## config.mk

```make
export PLATFORM = sky130hd
export DESIGN_NAME = cell_window_builder_flat
export DESIGN_NICKNAME = d
export VERILOG_FILES = /design/src/rtl/cell_window_builder_pkg.sv /design/src/rtl/cell_window_builder_if.sv /design/src/rtl/cell_window_builder_line_buffer.sv /design/src/rtl/cell_window_builder.sv /design/src/flat_wrapper.sv
export SDC_FILE = /design/constraint.sdc
export NUM_CORES = 2
export LEC_CHECK = 0
export CAP_MARGIN = 20
export CORE_ASPECT_RATIO = 1.5
export CORE_UTILIZATION = 45
export CTS_BUF_LIST = sky130_fd_sc_hd__clkbuf_4 sky130_fd_sc_hd__clkbuf_8
export CTS_CLUSTER_DIAMETER = 150
export DETAILED_ROUTE_END_ITERATION = 16
export DONT_BUFFER_PORTS = 1
export PLACE_DENSITY_LB_ADDON = 0.15
export SETUP_SLACK_MARGIN = 0.15
export SLEW_MARGIN = 20
export SYNTH_ARGS = -nofsm -noshare
export SYNTH_HDL_FRONTEND = slang
export SYNTH_SLANG_ARGS = --single-unit
```

## constraint.sdc

```tcl
create_clock -name clk -period 4.23 [get_ports clk]
set_input_delay 0.423 -clock clk [delete_from_list [all_inputs] [get_ports clk]]
set_output_delay 0.423 -clock clk [all_outputs]
set_load 0.1 [all_outputs]
```

## src/rtl/cell_window_builder_pkg.sv

```systemverilog
//------------------------------------------------------------------------------
// cell_window_builder_pkg
// Shared cell-processing types, window geometry and FSM encoding for the
// cell window builder.
// Revision: 1.0 - initial release
//------------------------------------------------------------------------------
`default_nettype none

package cell_window_builder_pkg;

   typedef logic [7:0] pixel_t;
   typedef logic [7:0] userInput_t;

   localparam int opCodeWidth = 4;
   localparam int cellDepth   = 9 * $bits(pixel_t);

   // Window slot indices: k = 3*wrow + wcol, k=0 oldest/top-left
   localparam int K_TL  = 0;
   localparam int K_CTR = 4;
   localparam int K_BR  = 8;

   typedef enum logic [1:0] {
      IDLE   = 2'd0,
      ACTIVE = 2'd1,
      DRAIN  = 2'd2,
      DONE   = 2'd3
   } cellWinState_t;

endpackage

`default_nettype wire

```

## src/rtl/cell_window_builder_if.sv

```systemverilog
//------------------------------------------------------------------------------
// cell_window_builder_if
// Cell output bundle. The master modport is the imagePorts side that
// produces cells; the slave modport is the consuming cell processor.
// Revision: 1.0 - initial release
//------------------------------------------------------------------------------
`default_nettype none

interface cell_window_builder_if
   import cell_window_builder_pkg::*;
#(
   parameter int IMG_WIDTH  = 64,
   parameter int IMG_HEIGHT = 64,
   parameter int PIXEL_W    = 8,
   parameter int OPCODE_W   = opCodeWidth,
   parameter int USER_W     = 8
) ();

   logic                          cell_valid;
   logic                          cell_ready;
   logic [9*PIXEL_W-1:0]          cellA;
   logic [9*PIXEL_W-1:0]          cellB;
   logic [USER_W-1:0]             userInputA;
   logic [OPCODE_W-1:0]           opcode;
   logic [$clog2(IMG_HEIGHT)-1:0] cell_row;
   logic [$clog2(IMG_WIDTH)-1:0]  cell_col;

   modport master (
      output cell_valid, cellA, cellB, userInputA, opcode, cell_row, cell_col,
      input  cell_ready
   );

   modport slave (
      input  cell_valid, cellA, cellB, userInputA, opcode, cell_row, cell_col,
      output cell_ready
   );

endinterface

`default_nettype wire

```

## src/rtl/cell_window_builder_line_buffer.sv

```systemverilog
//------------------------------------------------------------------------------
// cell_window_builder_line_buffer
// Two-row pixel line store for one image. Row 1 holds the older row.
// Reads are combinational at the current column; a write pushes the pixel
// into row 0 and moves the previous row-0 entry into row 1.
// Revision: 1.0 - initial release
//------------------------------------------------------------------------------
`default_nettype none

module cell_window_builder_line_buffer #(
   parameter int IMG_WIDTH = 64,
   parameter int PIXEL_W   = 8,
   parameter int CW        = $clog2(IMG_WIDTH)
) (
   input  wire logic               clk,
   input  wire logic               wr_en,
   input  wire logic [CW-1:0]      col,
   input  wire logic [PIXEL_W-1:0] din,
   output logic      [PIXEL_W-1:0] rd_row1,
   output logic      [PIXEL_W-1:0] rd_row0
);

   logic [PIXEL_W-1:0] line1_q [IMG_WIDTH];
   logic [PIXEL_W-1:0] line0_q [IMG_WIDTH];

   assign rd_row1 = line1_q[col];
   assign rd_row0 = line0_q[col];

   // Storage is never emitted before being refilled, so it carries no reset
   always_ff @(posedge clk) begin
      if (wr_en) begin
         line1_q[col] <= line0_q[col];
         line0_q[col] <= din;
      end
   end

endmodule

`default_nettype wire

```

## src/rtl/cell_window_builder.sv

```systemverilog
//------------------------------------------------------------------------------
// cell_window_builder
// Builds 3x3 cells from two lockstep raster pixel streams and presents them
// with opcode/user operand latched once per frame over a valid/ready bus.
// Revision: 1.0 - initial release
//------------------------------------------------------------------------------
`default_nettype none

module cell_window_builder
   import cell_window_builder_pkg::*;
#(
   parameter int IMG_WIDTH  = 64,
   parameter int IMG_HEIGHT = 64,
   parameter int PIXEL_W    = 8,
   parameter int OPCODE_W   = opCodeWidth,
   parameter int USER_W     = 8
) (
   input  wire logic                clk,
   input  wire logic                rst,
   input  wire logic                frame_start,
   input  wire logic [OPCODE_W-1:0] opcode_in,
   input  wire logic [USER_W-1:0]   user_in,
   input  wire logic                pix_valid,
   output logic                     pix_ready,
   input  wire logic [PIXEL_W-1:0]  pix_a,
   input  wire logic [PIXEL_W-1:0]  pix_b,
   cell_window_builder_if.master    cell_if,
   output logic                     busy,
   output logic                     frame_done
);

   localparam int RW    = $clog2(IMG_HEIGHT);
   localparam int CW    = $clog2(IMG_WIDTH);
   localparam int DEPTH = 9 * PIXEL_W;

   cellWinState_t     state_q, state_d;
   logic [RW-1:0]     row_q, row_d;
   logic [CW-1:0]     col_q, col_d;
   logic [DEPTH-1:0]  win_a_q, win_a_d, win_b_q, win_b_d;
   logic              cell_valid_q, cell_valid_d;
   logic [DEPTH-1:0]  cell_a_q, cell_a_d, cell_b_q, cell_b_d;
   logic [RW-1:0]     cell_row_q, cell_row_d;
   logic [CW-1:0]     cell_col_q, cell_col_d;
   logic [OPCODE_W-1:0] opcode_q, opcode_d;
   logic [USER_W-1:0] user_q, user_d;
   logic              frame_done_q, frame_done_d;

   logic [PIXEL_W-1:0] lb_a1, lb_a0, lb_b1, lb_b0;
   logic               accept, emit, last_col, last_row;

   assign pix_ready = (state_q == ACTIVE) && (!cell_valid_q || cell_if.cell_ready);
   assign accept    = pix_valid && pix_ready;
   assign last_col  = (col_q == CW'(IMG_WIDTH - 1));
   assign last_row  = (row_q == RW'(IMG_HEIGHT - 1));
   assign emit      = accept && (row_q >= RW'(2)) && (col_q >= CW'(2));

   cell_window_builder_line_buffer #(
      .IMG_WIDTH (IMG_WIDTH),
      .PIXEL_W   (PIXEL_W),
      .CW        (CW)
   ) u_lb_a (
      .clk     (clk),
      .wr_en   (accept),
      .col     (col_q),
      .din     (pix_a),
      .rd_row1 (lb_a1),
      .rd_row0 (lb_a0)
   );

   cell_window_builder_line_buffer #(
      .IMG_WIDTH (IMG_WIDTH),
      .PIXEL_W   (PIXEL_W),
      .CW        (CW)
   ) u_lb_b (
      .clk     (clk),
      .wr_en   (accept),
      .col     (col_q),
      .din     (pix_b),
      .rd_row1 (lb_b1),
      .rd_row0 (lb_b0)
   );

   // Window shifts left on each accepted pixel; new right column comes from the line buffers
   always_comb begin
      win_a_d = win_a_q;
      win_b_d = win_b_q;
      if (accept) begin
         for (int wr = 0; wr < 3; wr++) begin
            win_a_d[PIXEL_W*(3*wr)   +: PIXEL_W] = win_a_q[PIXEL_W*(3*wr+1) +: PIXEL_W];
            win_a_d[PIXEL_W*(3*wr+1) +: PIXEL_W] = win_a_q[PIXEL_W*(3*wr+2) +: PIXEL_W];
            win_b_d[PIXEL_W*(3*wr)   +: PIXEL_W] = win_b_q[PIXEL_W*(3*wr+1) +: PIXEL_W];
            win_b_d[PIXEL_W*(3*wr+1) +: PIXEL_W] = win_b_q[PIXEL_W*(3*wr+2) +: PIXEL_W];
         end
         win_a_d[PIXEL_W*2    +: PIXEL_W] = lb_a1;
         win_a_d[PIXEL_W*5    +: PIXEL_W] = lb_a0;
         win_a_d[PIXEL_W*K_BR +: PIXEL_W] = pix_a;
         win_b_d[PIXEL_W*2    +: PIXEL_W] = lb_b1;
         win_b_d[PIXEL_W*5    +: PIXEL_W] = lb_b0;
         win_b_d[PIXEL_W*K_BR +: PIXEL_W] = pix_b;
      end
   end

   // Next-state for the frame FSM, raster counters and the cell output register
   always_comb begin
      state_d      = state_q;
      row_d        = row_q;
      col_d        = col_q;
      opcode_d     = opcode_q;
      user_d       = user_q;
      cell_valid_d = cell_valid_q;
      cell_a_d     = cell_a_q;
      cell_b_d     = cell_b_q;
      cell_row_d   = cell_row_q;
      cell_col_d   = cell_col_q;
      frame_done_d = (state_q == DONE);

      case (state_q)
         IDLE: begin
            if (frame_start) begin
               opcode_d = opcode_in;
               user_d   = user_in;
               row_d    = '0;
               col_d    = '0;
               state_d  = ACTIVE;
            end
         end
         ACTIVE: begin
            if (accept) begin
               if (last_col) begin
                  col_d = '0;
                  row_d = last_row ? '0 : row_q + RW'(1);
                  if (last_row) begin
                     state_d = DRAIN;
                  end
               end else begin
                  col_d = col_q + CW'(1);
               end
            end
         end
         DRAIN: begin
            if (cell_valid_q && cell_if.cell_ready) begin
               state_d = DONE;
            end
         end
         default: begin
            state_d = IDLE;
         end
      endcase

      if (cell_valid_q && cell_if.cell_ready) begin
         cell_valid_d = 1'b0;
      end
      if (emit) begin
         cell_valid_d = 1'b1;
         cell_a_d     = win_a_d;
         cell_b_d     = win_b_d;
         cell_row_d   = row_q - RW'(1);
         cell_col_d   = col_q - CW'(1);
      end
   end

   // Control and output registers, cleared by reset
   always_ff @(posedge clk) begin
      if (rst) begin
         state_q      <= IDLE;
         row_q        <= '0;
         col_q        <= '0;
         opcode_q     <= '0;
         user_q       <= '0;
         cell_valid_q <= 1'b0;
         cell_a_q     <= '0;
         cell_b_q     <= '0;
         cell_row_q   <= '0;
         cell_col_q   <= '0;
         frame_done_q <= 1'b0;
      end else begin
         state_q      <= state_d;
         row_q        <= row_d;
         col_q        <= col_d;
         opcode_q     <= opcode_d;
         user_q       <= user_d;
         cell_valid_q <= cell_valid_d;
         cell_a_q     <= cell_a_d;
         cell_b_q     <= cell_b_d;
         cell_row_q   <= cell_row_d;
         cell_col_q   <= cell_col_d;
         frame_done_q <= frame_done_d;
      end
   end

   // Window contents are always refilled before use, so they are not reset
   always_ff @(posedge clk) begin
      win_a_q <= win_a_d;
      win_b_q <= win_b_d;
   end

   assign cell_if.cell_valid = cell_valid_q;
   assign cell_if.cellA      = cell_a_q;
   assign cell_if.cellB      = cell_b_q;
   assign cell_if.cell_row   = cell_row_q;
   assign cell_if.cell_col   = cell_col_q;
   assign cell_if.opcode     = opcode_q;
   assign cell_if.userInputA = user_q;
   assign busy               = (state_q != IDLE);
   assign frame_done         = frame_done_q;

endmodule

`default_nettype wire

```

## src/flat_wrapper.sv

```systemverilog
// flat-port wrapper written by rule: the top's interface ports become plain ports
module cell_window_builder_flat import cell_window_builder_pkg::*;
#(
   parameter int IMG_WIDTH  = 64,
   parameter int IMG_HEIGHT = 64,
   parameter int PIXEL_W    = 8,
   parameter int OPCODE_W   = opCodeWidth,
   parameter int USER_W     = 8
)
  (clk, rst, frame_start, opcode_in, user_in, pix_valid, pix_ready, pix_a, pix_b, busy, frame_done, cell_if_cell_valid, cell_if_cellA, cell_if_cellB, cell_if_userInputA, cell_if_opcode, cell_if_cell_row, cell_if_cell_col, cell_if_cell_ready);
  cell_window_builder_if #(.IMG_WIDTH(IMG_WIDTH), .IMG_HEIGHT(IMG_HEIGHT), .PIXEL_W(PIXEL_W), .OPCODE_W(OPCODE_W), .USER_W(USER_W)) cell_if_i ();
  input  wire logic clk;
  input  wire logic rst;
  input  wire logic frame_start;
  input  wire logic [OPCODE_W-1:0] opcode_in;
  input  wire logic [USER_W-1:0] user_in;
  input  wire logic pix_valid;
  output logic pix_ready;
  input  wire logic [PIXEL_W-1:0] pix_a;
  input  wire logic [PIXEL_W-1:0] pix_b;
  output logic busy;
  output logic frame_done;
  output wire logic [$bits(cell_if_i.cell_valid)-1:0] cell_if_cell_valid;
  output wire logic [$bits(cell_if_i.cellA)-1:0] cell_if_cellA;
  output wire logic [$bits(cell_if_i.cellB)-1:0] cell_if_cellB;
  output wire logic [$bits(cell_if_i.userInputA)-1:0] cell_if_userInputA;
  output wire logic [$bits(cell_if_i.opcode)-1:0] cell_if_opcode;
  output wire logic [$bits(cell_if_i.cell_row)-1:0] cell_if_cell_row;
  output wire logic [$bits(cell_if_i.cell_col)-1:0] cell_if_cell_col;
  input wire logic [$bits(cell_if_i.cell_ready)-1:0] cell_if_cell_ready;
  assign cell_if_cell_valid = cell_if_i.cell_valid;
  assign cell_if_cellA = cell_if_i.cellA;
  assign cell_if_cellB = cell_if_i.cellB;
  assign cell_if_userInputA = cell_if_i.userInputA;
  assign cell_if_opcode = cell_if_i.opcode;
  assign cell_if_cell_row = cell_if_i.cell_row;
  assign cell_if_cell_col = cell_if_i.cell_col;
  assign cell_if_i.cell_ready = cell_if_cell_ready;
  cell_window_builder #(.IMG_WIDTH(IMG_WIDTH), .IMG_HEIGHT(IMG_HEIGHT), .PIXEL_W(PIXEL_W), .OPCODE_W(OPCODE_W), .USER_W(USER_W)) u_core (.clk(clk), .rst(rst), .frame_start(frame_start), .opcode_in(opcode_in), .user_in(user_in), .pix_valid(pix_valid), .pix_ready(pix_ready), .pix_a(pix_a), .pix_b(pix_b), .cell_if(cell_if_i), .busy(busy), .frame_done(frame_done));
endmodule
```

**Word level (Yosys, flattened, before mapping)**

Memory sizes are Yosys's and may differ from the RTL's. A register that Yosys moved wholly into a read port is not among the register bits.
Index checks and enable logic that the tools add are counted.
W data, S select, Z words.

- Latch bits: 0
- Input port bits: 33
- ROM bits: 0
- Bits in registers: 328
- Output and inout bits: 172
- Memory bits (writable): 2048
- Memories kept: 4

Memories:

| name | depth | width | read ports | clocked after Yosys merged registers in | write ports | RTL line | text |
|---|---|---|---|---|---|---|---|
| u_core.u_lb_a.line0_q | 64 | 8 | 1 | 1 | 1 | cell_window_builder_line_buffer.sv:24 | `logic [PIXEL_W-1:0] line0_q [IMG_WIDTH];` |
| u_core.u_lb_a.line1_q | 64 | 8 | 1 | 1 | 1 | cell_window_builder_line_buffer.sv:23 | `logic [PIXEL_W-1:0] line1_q [IMG_WIDTH];` |
| u_core.u_lb_b.line0_q | 64 | 8 | 1 | 1 | 1 | cell_window_builder_line_buffer.sv:24 |  |
| u_core.u_lb_b.line1_q | 64 | 8 | 1 | 1 | 1 | cell_window_builder_line_buffer.sv:23 |  |

- Equal/unequal tests: 10
- Bitwise logic cells: 0
- Shift operators: 0
- Reduce and logical (&&, ||, !) cells: 15
- Multiply operators: 0
- Div/mod/pow operators: 0
- $lt $le $gt $ge: 2
- $add $sub $neg: 4
- Mux-type cells: 28

Operators by type and width:

| kind | number |
|---|---|
| $mux W72 | 2 |
| $mux W6 | 14 |
| $pmux W6 S2 | 2 |
| $add A6 B1 Y6 const B | 2 |
| $eq A6 B6 Y1 const B | 2 |
| $ge A6 B2 Y1 const B | 2 |
| $sub A6 B1 Y6 const B | 2 |
| $mux W2 | 5 |
| $ne A2 B1 Y1 const B | 4 |
| $pmux W2 S3 | 1 |
| $reduce_bool A2 Y1 | 3 |
| $logic_and A1 B1 Y1 | 5 |
| $reduce_and A5 Y1 | 1 |
| $eq A2 B2 Y1 const B | 2 |
| $mux W1 | 4 |
| $reduce_and A4 Y1 | 1 |
| $reduce_and A3 Y1 | 1 |
| $eq A2 B1 Y1 const B | 1 |
| $logic_not A2 Y1 | 1 |
| $ne A2 B2 Y1 const B | 1 |
| $reduce_and A2 Y1 | 1 |
| $logic_not A1 Y1 | 1 |
| $logic_or A1 B1 Y1 | 1 |

**Longest topological paths before layout**

- Depth in word-level cells: 8
- Depth in mapped cells: 13
- Gate-level depth less buffers: 8

**Cells and area by module**

Synthesis repeated with hierarchy kept, for this count alone.

- Cell total of the unflattened synthesis: 5780
- Area, all modules: 89090.4 um^2

Modules (own cells, without submodules):

| module | times used | cells an instance | area each (um^2) |
|---|---|---|---|
| cell_window_builder_line_buffer | 2 | 2237 | 39306.4 |
| cell_window_builder | 1 | 1306 | 10477.5 |

**Worst setup path after synthesis**

No wires, ideal clock.

- Kind: register to register
- Start point: register with a tool-made name
- End point: memory u_core.u_lb_b.line1_q[0][1], data pin
- Cell stages (with the launch flop): 8
- Arrival time: 3.735 ns
- Setup time: 0.643 ns
- Data required time: 3.587 ns
- Path slack: -0.148 ns
- Cell sequence: dfxtp_1 -> buf_2 -> or3b_1 -> clkbuf_1 -> buf_2 -> o221ai_1 -> a211oi_1 -> a2111oi_2

RTL lines:

| item | RTL line |
|---|---|
| end: declaration | cell_window_builder_line_buffer.sv:23 |

==> PnR_summary.wiki <==
{| class="wikitable"
! Metric !! Value
|-
| Data required time of the critical path || 5.00 ns
|-
| Number of sinks on the clock net || 2382
|-
| Initial antenna violation count || 9
|-
| Final routed wirelength across all metal layers || 285.3 mm
|-
| Buffers on Ports || 0
|-
| Vert. Die Dim || 552.4 microns
|-
| Netlist area before placement || 0.09088 sq mm
|-
| Maximum clock insertion buffer count || 4
|-
| Endpoint with the worst hold slack || u_core.win_b_q[65]
|-
| FF+latch area || 0.06821 sq mm
|-
| Die Width || 368.9 microns
|-
| Mean instance size in the synthesized netlist || 16.53 sq um
|-
| CTS tree || yes
|-
| Clock latency reported for the late side of the worst-skew pair || 0.99 ns
|-
| CP Cell Sequence || buf_4, nand2b_1, buf_4, a211oi_1, nor4_1, o21bai_1, buf_4, a21oi_4, buf_12
|-
| Total CTS buffers || 354
|-
| Leading area contributor after synthesis || edfxtp_1
|-
| Power density of the placed cells || 529.3 mW/mm^2
|-
| Number of enable flip-flop cells after synthesis || 2048
|-
| Logic depth of the worst register-to-register path || 9
|-
| Portion of the clock cycle consumed by the worst path in the final layout || 98.21%
|-
| Tightest slew margin relative to the limit || 19.01%
|-
| RSZ-0062 raised after global routing || false
|-
| Post-DP Area || 0.09605 sq mm
|-
| Number of storage elements in the synthesis netlist || 2382
|-
| Number of antenna-violating nets in the routed design || 0
|-
| Placement-stage worst setup slack || 0.2551 ns
|-
| Final count of hold timing violations || 0
|-
| Time the worst path needs with I/O delays and setup || 4.154 ns
|-
| Clock root buffer || clkbuf_8
|-
| Slowest library cell on the worst path || a21oi_4
|-
| Top cell types by occurrence after synthesis || 2048 x edfxtp_1, 755 x nand2_1, 662 x mux2i_1
|-
| Multi-input gate area in the final layout || 0.02142 sq mm
|-
| CP bufs+invs || 4
|-
| Syn Inst Count || 5498
|-
| Final GP Congestion || 0.8580
|-
| Maximum fanout along the worst path || 34
|-
| Critical hold path startpoint || pix_valid
|-
| Proportion of synthesized chip area in sequential cells || 75.03%
|-
| Critical path capture point type || flip-flop
|-
| Estimated wirelength of the detail-placed design || 169.0 mm
|-
| Final-stage net count || 5934
|-
| Clock tree skew after final layout || 0.07293 ns
|-
| Worst Setup Start Kind || flip-flop
|-
| Min setup slack post-route || 0.07584 ns
|-
| Pre-Repair DR Iteration Count || 6
|-
| Area share of the leading cell type in the synthesized netlist || 67.67%
|-
| Biggest area contributors in the synthesized netlist || edfxtp_1 68%, dfxtp_1 7.4%, mux2i_1 7.3%
|-
| Worst hold-check path type || in -> reg
|-
| Cell leakage power || 33.31 nW
|-
| Yosys warning count || 0
|-
| Cell count of the worst hold path || 4
|-
| Placement row count || 201
|-
| Most Frequent Cell on Critical Path || buf_4
|-
| Maximum vdd ir drop || 0.2553 mV
|-
| Share of synthesized flip-flops with an asynchronous set or reset || 0%
|-
| Initial core utilization || 45.40%
|-
| Total global-route track usage || 27.60%
|-
| Floorplan Core Area || 0.2002 sq mm
|-
| Total Neg Setup Slack || 0 ns
|-
| Slew @ Worst Pin || 1.215 ns
|-
| Via count of the first global-routing pass || 51.53k
|-
| Clock slew at the register clock pins of the worst setup and hold paths || 0.06 ns
|-
| Cell family with most CP delay || simple AND/OR/NAND/NOR gates
|-
| Critical Path Stages || 9
|-
| Synth cell types || 70
|-
| Average via count per standard cell || 5.880
|-
| Layout overhead on the synthesized area || 14.17%
|-
| Total Die Area || 0.2038 sq mm
|-
| Critical Path Max Stage Delay || 0.86 ns
|-
| Clock H-tree levels || 5
|-
| Net Count, Synth || 5541
|-
| Max-capacitance violation count || 0
|-
| Final non-filler cell area || 0.1038 sq mm
|-
| Most repeated cell in the gate-level netlist after synthesis || edfxtp_1
|-
| CP Class || reg -> reg
|-
| Global-route wire length before repair || 395.1 mm
|-
| Count of pins over their slew limit || 0
|-
| Share of post-route cells with drive strength above 1 || 19.52%
|-
| Pin count of the biggest net entering global routing || 153
|-
| Run status || finished clean
|-
| Number of ports placed on the die boundary || 205
|-
| Top_reg_cell synth || edfxtp_1
|-
| Capturing point of the worst reg2reg path || u_core.u_lb_a.line1_q[0][0]
|-
| Number of buffers inserted by post-CTS setup repair || 0
|-
| DRC viols || 0
|-
| R2R setup slack || 0.08 ns
|-
| Worst path arrival time || 4.92 ns
|-
| Total vias in the final route || 51.76k
|-
| Fill cell instance count of the final layout || 16.52k
|-
| Total gr overflow || 0
|-
| Setup violations, final || 0
|-
| Wire per inst || 32.41 microns
|-
| Max Clock Freq || 0.2407 GHz
|-
| 1st-iter DRT viols || 5286
|}
## cells by family after synthesis
| logic type | synth area share, % |
|---|---|
| flip-flops | 75.03 |
| AND/OR/NAND/NOR | 5.504 |
| multiplexers | 12.33 |
| AO/OA/AOI/OAI | 4.667 |
| buffers and inverters | 2.162 |
| XOR/XNOR | 0.1638 |
| adder cells (fa/ha/maj) | 0.1377 |
## cells in the final DEF (no fill, tap or decap), types with 66 or more instances in the layout
cell type and count:
nor2_1 96, clkinv_1 84, mux2i_1 662, nand3_1 117, clkbuf_4 116, mux4_2 188
buf_4 234, edfxtp_1 2048, o22ai_1 121, nand2_1 755, a21oi_1 248, clkbuf_8 381
a22oi_1 90, o21ai_0 79, nor2_4 68, buf_12 66, dfxtp_1 325
## worst max-delay path by stage
stage              start                      endpoint
6_report       flip-flop   u_core.u_lb_a.line1_q[0][0]
2_1_floorplan  flip-flop   u_core.u_lb_a.line1_q[0][0]
4_1_cts        flip-flop   u_core.u_lb_a.line1_q[0][0]
3_3_place_gp   flip-flop  u_core.u_lb_a.line1_q[13][0]
5_1_grt        flip-flop   u_core.u_lb_a.line1_q[0][0]
3_5_place_dp   flip-flop  u_core.u_lb_a.line1_q[45][0]
## power breakdown
part / switching [W] / total [W] / internal [W]
clock: 0.00875 / 0.0181 / 0.00936
combinational: 0.00569 / 0.00869 / 0.00301
sequential: 0.000652 / 0.0281 / 0.0275
## what timing repair did
| action | in CTS | in global routing |
|---|---|---|
| hold buffers | 67 | 0 |
| endpoints found under the hold margin | 1195 | 0 |
| setup endpoints to repair | 0 | 25 |
| gates resized for setup | 0 | 1 |
## flip-flops by register name (all words and copies together) (netlist names), 8 cells and up, named ones only
register                   flops
u_core.u_lb_b.line0_q        512
u_core.cell_if.userInputA      8
u_core.win_b_q                72
u_core.cell_if.cellB          72
u_core.cell_if.cellA          72
u_core.win_a_q                72
u_core.u_lb_a.line0_q        512
u_core.u_lb_a.line1_q        512
u_core.u_lb_b.line1_q        512
## stage by stage
stage,total power (W),cells,hold slack (ns),utilization [%]
global route,0.05669,8800,0.1284,51.82
finish,0.05491,8803,0.1573,51.83
detailed placement,0.03697,8106,0.4316,47.98
global placement,0.03682,8104,0.4286,47.97
CTS,0.05522,8792,0.1227,51.81
floorplan,0.03394,5498,0.4182,-
## metal layers
metal | vias up | part of all wire (%) | global-route usage [%]
li1 | 22000 | - | -
met2 | 2038 | 51 | 47.37
met4 | 4 | 5.5 | 13.86
met5 | - | 0.0095 | 0
met1 | 27170 | 38 | 33.71
met3 | 545 | 5.9 | 4.214
## final cells by class
class,instances,share of cell area (%)
antenna,10,0.02412
timing repair buffer,367,3.900
clock inverter,122,0.5572
sequential,2382,65.74
inverter,15,0.05427
tap,2639,3.183
multi-input combinational,2771,20.65
clock buffer,497,5.894
## tightest hold or removal path: stages
cell     delay [ns]
nand3_4        0.15
buf_12         0.25
nand2_1        0.14
nand2_1        0.06
No activity file was read; power rests on OpenSTA's default activity.
